<file path="src/rtl/regbank_pkg.sv">
// Shared definitions for the regbank write-port arbiter: default sizes,
// FSM state encoding, requester index type and a saturating counter helper.
package regbank_pkg;

  localparam int DATA_W_DEF = 32;
  localparam int ADDR_W_DEF = 5;
  localparam int NREGS_DEF  = 32;

  // CLEAR sweeps INIT_VAL over the bank, RUN serves the two requesters.
  typedef enum logic {
    ST_CLEAR = 1'b0,
    ST_RUN   = 1'b1
  } state_e;

  // Names one of the two requesters (0 or 1).
  typedef logic req_idx_t;

  // Increment that sticks at all-ones instead of wrapping.
  function automatic logic [15:0] sat_inc16(input logic [15:0] v);
    if (v == 16'hFFFF) begin
      return v;
    end else begin
      return v + 16'd1;
    end
  endfunction

endpackage

</file>
<file path="src/rtl/regbank_write_arbiter_rr_arb2.sv">
// rr_arb2: two-way round-robin grant. An uncontested valid is granted
// directly; when both are valid the pointer picks the winner and then flips
// to the other requester. The pointer only moves on a contended grant.
module rr_arb2
  import regbank_pkg::*;
(
  input  logic       clk,
  input  logic       reset,
  input  logic [1:0] valid,
  input  logic       en,
  output logic [1:0] gnt
);

  req_idx_t r_ptr;

  // Grant decode from the valids and the priority pointer.
  always_comb begin
    gnt = 2'b00;
    if (en) begin
      case (valid)
        2'b01:   gnt = 2'b01;
        2'b10:   gnt = 2'b10;
        2'b11:   gnt = (r_ptr == 1'b0) ? 2'b01 : 2'b10;
        default: gnt = 2'b00;
      endcase
    end else begin
      gnt = 2'b00;
    end
  end

  // Pointer hands priority to the loser after every contended grant.
  always_ff @(posedge clk) begin
    if (reset) begin
      r_ptr <= 1'b0;
    end else if (en && (valid == 2'b11)) begin
      r_ptr <= ~r_ptr;
    end else begin
      r_ptr <= r_ptr;
    end
  end

endmodule

</file>
<file path="src/rtl/regbank_write_arbiter.sv">
// regbank_write_arbiter: shares the single write port of the register bank
// between two valid/ready requesters. After reset or init_start it sweeps
// INIT_VAL into every register before serving requests again.
// Optional feature macro: REGBANK_ARB_STATS_EN adds per-requester
// saturating grant counters (gnt0_cnt, gnt1_cnt).
module regbank_write_arbiter
  import regbank_pkg::*;
#(
  parameter int                DATA_W   = DATA_W_DEF,
  parameter int                ADDR_W   = ADDR_W_DEF,
  parameter int                NREGS    = NREGS_DEF,
  parameter logic [DATA_W-1:0] INIT_VAL = {DATA_W{1'b0}},
  parameter bit                R0_RO    = 1'b0
) (
  input  logic              clk,
  input  logic              reset,
  input  logic              req0_valid,
  output logic              req0_ready,
  input  logic [ADDR_W-1:0] req0_addr,
  input  logic [DATA_W-1:0] req0_data,
  input  logic              req1_valid,
  output logic              req1_ready,
  input  logic [ADDR_W-1:0] req1_addr,
  input  logic [DATA_W-1:0] req1_data,
  input  logic              init_start,
  output logic              init_busy,
  output logic              init_done,
  output logic              write,
  output logic [ADDR_W-1:0] dr,
  output logic [DATA_W-1:0] wrdata
`ifdef REGBANK_ARB_STATS_EN
  ,
  output logic [15:0]       gnt0_cnt,
  output logic [15:0]       gnt1_cnt
`endif
);

  localparam logic [ADDR_W-1:0] LAST_IDX = ADDR_W'(NREGS - 1);

  state_e            r_state;
  state_e            w_next_state;
  logic [ADDR_W-1:0] r_idx;
  logic [ADDR_W-1:0] w_next_idx;
  logic              r_write;
  logic              w_next_write;
  logic [ADDR_W-1:0] r_dr;
  logic [ADDR_W-1:0] w_next_dr;
  logic [DATA_W-1:0] r_wrdata;
  logic [DATA_W-1:0] w_next_wrdata;
  logic              r_done;
  logic              w_next_done;

  logic              w_en;
  logic [1:0]        w_gnt;
  logic [ADDR_W-1:0] w_gnt_addr;
  logic [DATA_W-1:0] w_gnt_data;
  logic              w_drop;

  // Requests are only served in RUN; init_start and reset close the port
  // in the same cycle so no handshake can slip past them.
  assign w_en = (r_state == ST_RUN) && !init_start && !reset;

  rr_arb2 u_rr_arb2 (
    .clk   (clk),
    .reset (reset),
    .valid ({req1_valid, req0_valid}),
    .en    (w_en),
    .gnt   (w_gnt)
  );

  assign req0_ready = w_gnt[0];
  assign req1_ready = w_gnt[1];

  assign w_gnt_addr = w_gnt[1] ? req1_addr : req0_addr;
  assign w_gnt_data = w_gnt[1] ? req1_data : req0_data;

  // A write to register 0 is consumed but not forwarded when it is read-only.
  assign w_drop = R0_RO && (w_gnt_addr == {ADDR_W{1'b0}});

  // Next-state and next-output logic for the CLEAR/RUN controller.
  always_comb begin
    w_next_state  = r_state;
    w_next_idx    = r_idx;
    w_next_write  = 1'b0;
    w_next_dr     = r_dr;
    w_next_wrdata = r_wrdata;
    w_next_done   = 1'b0;
    case (r_state)
      ST_CLEAR: begin
        w_next_write  = 1'b1;
        w_next_dr     = r_idx;
        w_next_wrdata = INIT_VAL;
        if (r_idx == LAST_IDX) begin
          w_next_done  = 1'b1;
          w_next_state = ST_RUN;
          w_next_idx   = {ADDR_W{1'b0}};
        end else begin
          w_next_idx = r_idx + {{(ADDR_W-1){1'b0}}, 1'b1};
        end
      end
      ST_RUN: begin
        if (init_start) begin
          w_next_state = ST_CLEAR;
          w_next_idx   = {ADDR_W{1'b0}};
        end else if ((w_gnt != 2'b00) && !w_drop) begin
          w_next_write  = 1'b1;
          w_next_dr     = w_gnt_addr;
          w_next_wrdata = w_gnt_data;
        end else begin
          w_next_write = 1'b0;
        end
      end
      default: begin
        w_next_state = ST_CLEAR;
        w_next_idx   = {ADDR_W{1'b0}};
      end
    endcase
  end

  // State, sweep index and regbank-facing output registers.
  always_ff @(posedge clk) begin
    if (reset) begin
      r_state  <= ST_CLEAR;
      r_idx    <= {ADDR_W{1'b0}};
      r_write  <= 1'b0;
      r_dr     <= {ADDR_W{1'b0}};
      r_wrdata <= {DATA_W{1'b0}};
      r_done   <= 1'b0;
    end else begin
      r_state  <= w_next_state;
      r_idx    <= w_next_idx;
      r_write  <= w_next_write;
      r_dr     <= w_next_dr;
      r_wrdata <= w_next_wrdata;
      r_done   <= w_next_done;
    end
  end

  assign write     = r_write;
  assign dr        = r_dr;
  assign wrdata    = r_wrdata;
  assign init_done = r_done;
  assign init_busy = (r_state == ST_CLEAR);

`ifdef REGBANK_ARB_STATS_EN
  logic [15:0] r_gnt0_cnt;
  logic [15:0] r_gnt1_cnt;

  // Accepted handshakes per requester; sweeps never grant, so never count.
  always_ff @(posedge clk) begin
    if (reset) begin
      r_gnt0_cnt <= 16'd0;
      r_gnt1_cnt <= 16'd0;
    end else begin
      r_gnt0_cnt <= w_gnt[0] ? sat_inc16(r_gnt0_cnt) : r_gnt0_cnt;
      r_gnt1_cnt <= w_gnt[1] ? sat_inc16(r_gnt1_cnt) : r_gnt1_cnt;
    end
  end

  assign gnt0_cnt = r_gnt0_cnt;
  assign gnt1_cnt = r_gnt1_cnt;
`endif

endmodule

</file>
<file path="config.mk">
export PLATFORM = sky130hd
export DESIGN_NAME = regbank_write_arbiter
export DESIGN_NICKNAME = d
export VERILOG_FILES = /design/src/rtl/regbank_pkg.sv /design/src/rtl/regbank_write_arbiter_rr_arb2.sv /design/src/rtl/regbank_write_arbiter.sv
export SDC_FILE = /design/constraint.sdc
export NUM_CORES = 1
export LEC_CHECK = 0
export CELL_PAD_IN_SITES_DETAIL_PLACEMENT = 2
export CELL_PAD_IN_SITES_GLOBAL_PLACEMENT = 2
export CORE_ASPECT_RATIO = 0.75
export CORE_MARGIN = 5
export CORE_UTILIZATION = 19
export CTS_CLUSTER_SIZE = 16
export DETAILED_ROUTE_END_ITERATION = 7
export PLACE_DENSITY = 0.72
export SYNTH_ARGS = -nofsm -noshare
export SYNTH_HDL_FRONTEND = slang
export SYNTH_SLANG_ARGS = --single-unit
</file>
<file path="constraint.sdc">
create_clock -name clk -period 1.75 [get_ports clk]
set_clock_uncertainty 0.1 [all_clocks]
set_input_delay 0.35 -clock clk [delete_from_list [all_inputs] [get_ports clk]]
set_output_delay 0.35 -clock clk [all_outputs]
set_load 0.03 [all_outputs]
</file>
==> summary.md, run 1 <==
| Metric | Value |
|---|---|
| Setup tns final | 0 ps |
| Critical Path AT | 1280 ps |
| Largest net degree at the start of global routing | 31 |
| Min-Delay Endpoint | wrdata[19] |
| Cell Chain, Critical Path | dlygate4sd2_1 -> and4bb_2 -> and2_4 -> buf_12 -> buf_8 |
| Total track usage | 14.1% |
| Yosys top cell by area | dfxtp_1 |
| Yosys top cell area share | 41.7% |
| Initial antenna violation count | 1 |
| Leak pwr | 1.63 nW |
| Vias/cell | 4.97 |
| Chip width | 134 um |
| Initial Util | 19.2% |
| Global-route wire length before repair | 15.4 mm |
| YS warnings | 0 |
| Crit. End Element | primary output |
| Drt first pass iters | 4 |
| Final Setup Violations | 0 |
| Core Footprint | 11500 um2 |
| WL per Instance | 19.7 um |
| Worst-path clk slew | 60 ps |
| Final ANT Viol Nets | 0 |
| Min cycle time layout | 1730 ps |
| Reg-to-Reg Start | r_idx[0] |
| Post-Route WL | 10.0 mm |
| Ys async rst share | 0% |
| Fin. Hold Viols | 0 |
| Pwr dens | 610 nW/um2 |
| Post-synthesis register bit count | 46 |
| CTS Buf Count | 5 |
| Adder-Cell Fraction of Synth Area | 1.13% |
| Status | finished, final reports clean |
| GPL Wtd Cong | 0.695 |
| Most numerous cell in the Yosys netlist | dfxtp_1 |
| Slowest stage delay, CP | 270 ps |
| Least-Margin Pin Slew | 359 ps |
| Number of placement rows | 34 |
| Seq/Total Area, Yosys | 41.7% |
| Synth Area in Compound Gates | 39.9% |
| Min-Delay Path Depth | 1 |
| Cells after synthesis | 230 |
| CTS H-tree lvls | 2 |
| DR vias | 2533 |
| Post-synth design cell area | 2210 um2 |
| Max FO, Critical Path | 3 |
| Clk buf depth | 2 |
| GR Overflow Total | 0 |
| Final core occ | 34.5% |
| Synth Net Count | 311 |
| Vias in the first global route | 2761 |
| Later-pin clock latency in the skew report | 290 ps |
| Die area | 13900 um2 |
| FF-to-FF setup slack | 100 ps |
| Drc violations | 0 |
| Worst endpoint required time | 1300 ps |
| Unique masters post-synth | 39 |
| RSZ-0062 raised after global routing | yes |
| Worst hold-check path type | reg -> reg |
| P&R area growth vs syn | 79.3% |
| Relative slew slack | 76.2% |
| Max-slew violations | 0 |
| Crit Path Category | in -> out |
| Fmax | 578 MHz |
| Fin crit share | 98.9% |
| # port buffers | 120 |
| Largest family of logic cells by synthesized area | compound AO/OA/AOI/OAI gates |
| Die height | 103 um |
| Min-delay src | wrdata[19] |
| Startpoint class of the critical path | primary input |
| TritonCTS clock tree | yes |
| Multiplexer area fraction after synthesis | 0% |
| CTS sink cnt | 46 |
| Synth Flop Type | dfxtp_1 |
| Detailed Place HPWL | 7.55 mm |
| Initial DRC count | 88 |
| Nets | 445 |
| XOR/XNOR share of the synthesized area | 0.397% |
| Critical path's slowest cell | dlygate4sd2_1 |
| Clk root buf | clkbuf_16 |
| Worst R2R End | r_idx[2] |
| VDD IR max | 337 uV |
| Synth top cells by count | 46 x dfxtp_1, 34 x a221o_1, 32 x o21ai_0 |
| Largest cells by area after synthesis | dfxtp_1 42%, a221o_1 15%, a211oi_1 11% |
| Post-synth EDFFs | 0 |
| I/O pin cnt | 121 |
| Max Cap Viol | 0 |
| Syn_area_per_cell | 9.60 um2 |
| Share of cells above drive strength 1 | 17.8% |
| Synth Area in Simple Gates | 9.41% |
| Cell depth of the worst flop-to-flop path | 5 |
-- state kept, by name, indices dropped and copies added (netlist names) --
register / cells
init_done: 1
u_rr_arb2.r_ptr: 1
r_idx: 5
dr: 5
wrdata: 32
write: 1
r_state: 1
-- area by class of cell --
| type | count | area [um2] |
|---|---|---|
| clock buffer | 7 | 143 |
| timing repair buffer | 158 | 1530 |
| fill | 1274 | 7530 |
| sequential | 46 | 925 |
| tap | 144 | 180 |
| antenna | 1 | 2.50 |
| multi-input combinational | 152 | 1170 |
| clock inverter | 1 | 5.00 |
| inverter | 1 | 3.75 |
-- power by group --
part           switching (mW)  leakage [nW]  internal, mW
Clock                   0.431        0.0739         0.568
Combinational           0.129          1.18         0.219
Sequential            0.00938         0.373          1.06
-- worst max-delay path: cells and delay by family --
kind	cells	cell delay, ps
buffers and inverters	3	510
AND/OR/NAND/NOR	2	420
-- how the worst max path moves through the flow --
stage / from / end / slack, ps / cells past startpoint
2_1_floorplan: r_idx[0] / r_idx[2] / 4 / 5
3_3_place_gp: init_start / req1_ready / -410 / 5
3_5_place_dp: init_start / wrdata[16] / -480 / 5
4_1_cts: write / write / 8 / 1
5_1_grt: r_state / req1_ready / -4 / 4
6_report: req1_valid / req1_ready / 20 / 5
-- timing repair --
action                                  4_1_cts  5_1_grt
hold buffers                                  0        0
gates resized for setup                      57        5
buffers inserted                              4        0
endpoints found under the setup margin       76        4
pin swaps                                     3        0
-- layout by cell type (no fill, tap or decap), drive strengths merged, types with 2 or more instances in the layout --
cell type / Yosys / final
dlygate4sd2: 0 / 38
a21oi: 6 / 6
nor3: 3 / 3
nor2b: 2 / 2
dfxtp: 46 / 46
dlymetal6s2s: 0 / 2
nand3b: 3 / 3
a32o: 4 / 4
o211ai: 2 / 2
a221o: 34 / 34
clkbuf: 10 / 8
a211oi: 31 / 31
or2: 2 / 2
nor2: 5 / 5
nand3: 2 / 2
clkdlybuf4s50: 0 / 74
nand2: 3 / 3
ha: 2 / 2
and2: 3 / 3
buf: 21 / 41
clkdlybuf4s15: 0 / 2
and4b: 2 / 2
o21ai: 32 / 32
-- logic make-up (layout without fill, tap and decap cells) --
group | Yosys count | count (layout)
and+or+nand+nor | 33 | 33
adders and majority gates | 2 | 2
AOI/OAI and AO/OA | 116 | 116
other | 0 | 1
buffers and inverters | 32 | 167
DFF | 46 | 46
xor gates and xnor gates | 1 | 1
-- layer usage --
layer	up-vias	wire [um]	track usage [%]
met5	-	0	0
met4	0	100	2.82
met3	10	608	4.06
met2	78	4570	22.8
met1	1255	4760	19.0
li1	1190	-	-
-- stage by stage --
stage                     instances  hold slack [ps]  setup WS [ps]  total power, mW  cell area, um2
final                           510              388           19.5             2.41            3960
after detailed placement        497              378           -476             1.44            3770
after floorplan                 230              380           3.68             1.18            2230
after global routing            510              404          -4.08             2.51            3960
after global placement          497              368           -413             1.43            3770
after CTS                       509              392           7.62             2.45            3950
Power figures use the tool's default switching activity.
==> run 2: changes to the inputs <==
--- a/config.mk
+++ b/config.mk
@@ -5,10 +5,12 @@
 export SDC_FILE = /design/constraint.sdc
 export NUM_CORES = 1
 export LEC_CHECK = 0
+export ABC_CLOCK_PERIOD_IN_PS = 1750
+export CAP_MARGIN = 10
 export CELL_PAD_IN_SITES_DETAIL_PLACEMENT = 2
 export CELL_PAD_IN_SITES_GLOBAL_PLACEMENT = 2
 export CORE_ASPECT_RATIO = 0.75
-export CORE_MARGIN = 5
+export CORE_MARGIN = 3
 export CORE_UTILIZATION = 19
 export CTS_CLUSTER_SIZE = 16
 export DETAILED_ROUTE_END_ITERATION = 7
==> summary.md, run 2 (synthesis gave the netlist of run 1 again) <==
| Metric | Value |
|---|---|
| Status | finished, final reports clean |
| Crit. End Element | primary output |
| GPL Wtd Cong | 0.720 (+3.5%) |
| Crit path from | req1_valid |
| Final Setup Violations | 0 (unchanged) |
| Pwr dens | 621 nW/um2 (+1.8%) |
| Share of cells above drive strength 1 | 16.4% (-1.4 points) |
| Drc violations | 0 (unchanged) |
| Max FO, Critical Path | 11 (+8) |
| Reg-to-Reg Start | r_state |
| Post-CTS Hold Buffers | 0 (unchanged) |
| Startpoint class of the critical path | primary input |
| Crit Path Category | in -> out |
| Number of placement rows | 33 (-2.9%) |
| Chip width | 130 um (-3.0%) |
| Worst endpoint required time | 1300 ps (about the same) |
| Max FFs per register | 32 (unchanged) |
| Max-slew violations | 0 (unchanged) |
| Die area | 13000 um2 (-6.7%) |
| FILL cells | 1231 (-3.4%) |
| Vias in the first global route | 2747 (-0.51%) |
| Initial DRC count | 85 (-3.4%) |
| Least-Margin Pin Slew | 418 ps (+59.7 ps) |
| Vias/cell | 4.99 (+0.47%) |
| DR vias | 2490 (-1.7%) |
| Relative slew slack | 72.0% (-4.2 points) |
| CTS sink cnt | 46 (unchanged) |
| Core Footprint | 11100 um2 (-2.9%) |
| TritonCTS clock tree | yes |
| Min cycle time layout | 1720 ps (-10.3 ps) |
| Initial antenna violation count | 0 (-1) |
| Final instance area | 3870 um2 (-2.4%) |
| Antenna cells | 0 (-1) |
| Critical path's slowest cell | and4b_2 |
| Slowest stage delay, CP | 270 ps (about the same) |
| Initial Util | 19.8% (+0.58 points) |
| I/O pin cnt | 121 (unchanged) |
| P&R area growth vs syn | 75.1% |
| Setup tns final | 0 ps (unchanged) |
| Most frequent cells in the layout | 74 x clkdlybuf4s50_1, 43 x dfxtp_1, 39 x dlygate4sd2_1 |
| GR Overflow Total | 0 (unchanged) |
| Cell Area, Placed | 3730 um2 (-1.2%) |
| Drt first pass iters | 4 (unchanged) |
| Clk root buf | clkbuf_16 |
| Total track usage | 14.9% (+0.84 points) |
| Fin crit share | 98.3% (-0.59 points) |
| # port buffers | 120 (unchanged) |
| Clk buf depth | 2 (unchanged) |
| Worst hold-check path type | reg -> reg |
| Later-pin clock latency in the skew report | 290 ps (about the same) |
| Largest net degree at the start of global routing | 30 (-3.2%) |
| Most common cell after layout, fill and taps aside | clkdlybuf4s50_1 |
| Global-route wire length before repair | 15.2 mm (-1.1%) |
| Detailed Place HPWL | 7.61 mm (+0.80%) |
| Post-Route WL | 9.91 mm (-1.2%) |
| CTS Buf Count | 5 (unchanged) |
| Max Cap Viol | 0 (unchanged) |
| FF-to-FF setup slack | 80 ps (-20 ps) |
| RSZ-0062 raised after global routing | yes |
| Cell Chain, Critical Path | dlygate4sd2_1 -> buf_6 -> nand2_1 -> and4b_2 -> buf_6 |
| VDD IR max | 337 uV (about the same) |
| Worst-path clk slew | 70 ps (about the same) |
| Crit path top cell by count | buf_6 |
| Final WS setup | 29.7 ps (+10.3 ps) |
| Final core occ | 34.7% (+0.20 points) |
| Critical Path AT | 1270 ps (about the same) |
| Min-delay src | wrdata[3] |
| Fmax | 581 MHz (+0.60%) |
| Die height | 99.4 um (-3.9%) |
| Nets | 439 (-1.3%) |
| CTS H-tree lvls | 2 (unchanged) |
| Setup slack after placement | -436 ps (+39.9 ps) |
| Fin. Hold Viols | 0 (unchanged) |
| Final ANT Viol Nets | 0 (unchanged) |
| Leak pwr | 1.58 nW (-3.0%) |
| WL per Instance | 19.9 um (+0.93%) |
run 2: where the power goes:
part	switching (mW)	leakage (nW)	internal [mW]
Combinational	0.128	1.13	0.214
Sequential	0.00930	0.373	1.06
Clock	0.425	0.0729	0.567
run 2: area by class of cell:
cell class	instances	area (um2)	share of cell area [%]
well taps	140	175	4.53
clock inverters	2	12.5	0.324
repair buffers	152	1440	37.3
multi-input cells	152	1170	30.2
clock buffers	6	139	3.59
flip-flops and latches	46	925	23.9
inverters	1	3.75	0.0971
run 2: per-layer routing:
metal / GRT usage, % / vias to the layer above / share of wire, % / wire (um)
met5: 0 / - / 0 / 0
met4: 2.92 / 0 / 0.80 / 79
met3: 2.79 / 8 / 5.1 / 505
met2: 24.5 / 74 / 47 / 4610
met1: 20.5 / 1230 / 48 / 4710
li1: - / 1178 / - / -
run 2: critical path: cells and delay by family:
family,cells,cell delay (ps)
buffers and inverters,3,550
AND/OR/NAND/NOR,2,360
run 2: what timing repair did:
action                     4_1_cts  5_1_grt
setup endpoints to repair       76        5
pin swaps                        4        2
gates resized for setup         56        2
setup buffers                    1        0
run 2: path summary, 6_finish.rpt:
| kind | end | cells after the start |
|---|---|---|
| hold reg to reg | wrdata[3] | 1 |
| setup reg to reg | wrdata[30] | 4 |
| hold / removal | wrdata[3] | 1 |
| setup / recovery | req0_ready | 5 |
run 2: per-stage QoR:
stage               std cells  hold WS [ps]  power, mW
finish                    499           390       2.40
global route              499           410       2.50
CTS                       500           390       2.43
floorplan                 230           380       1.18
global placement          491           370       1.42
detailed placement        491           371       1.43
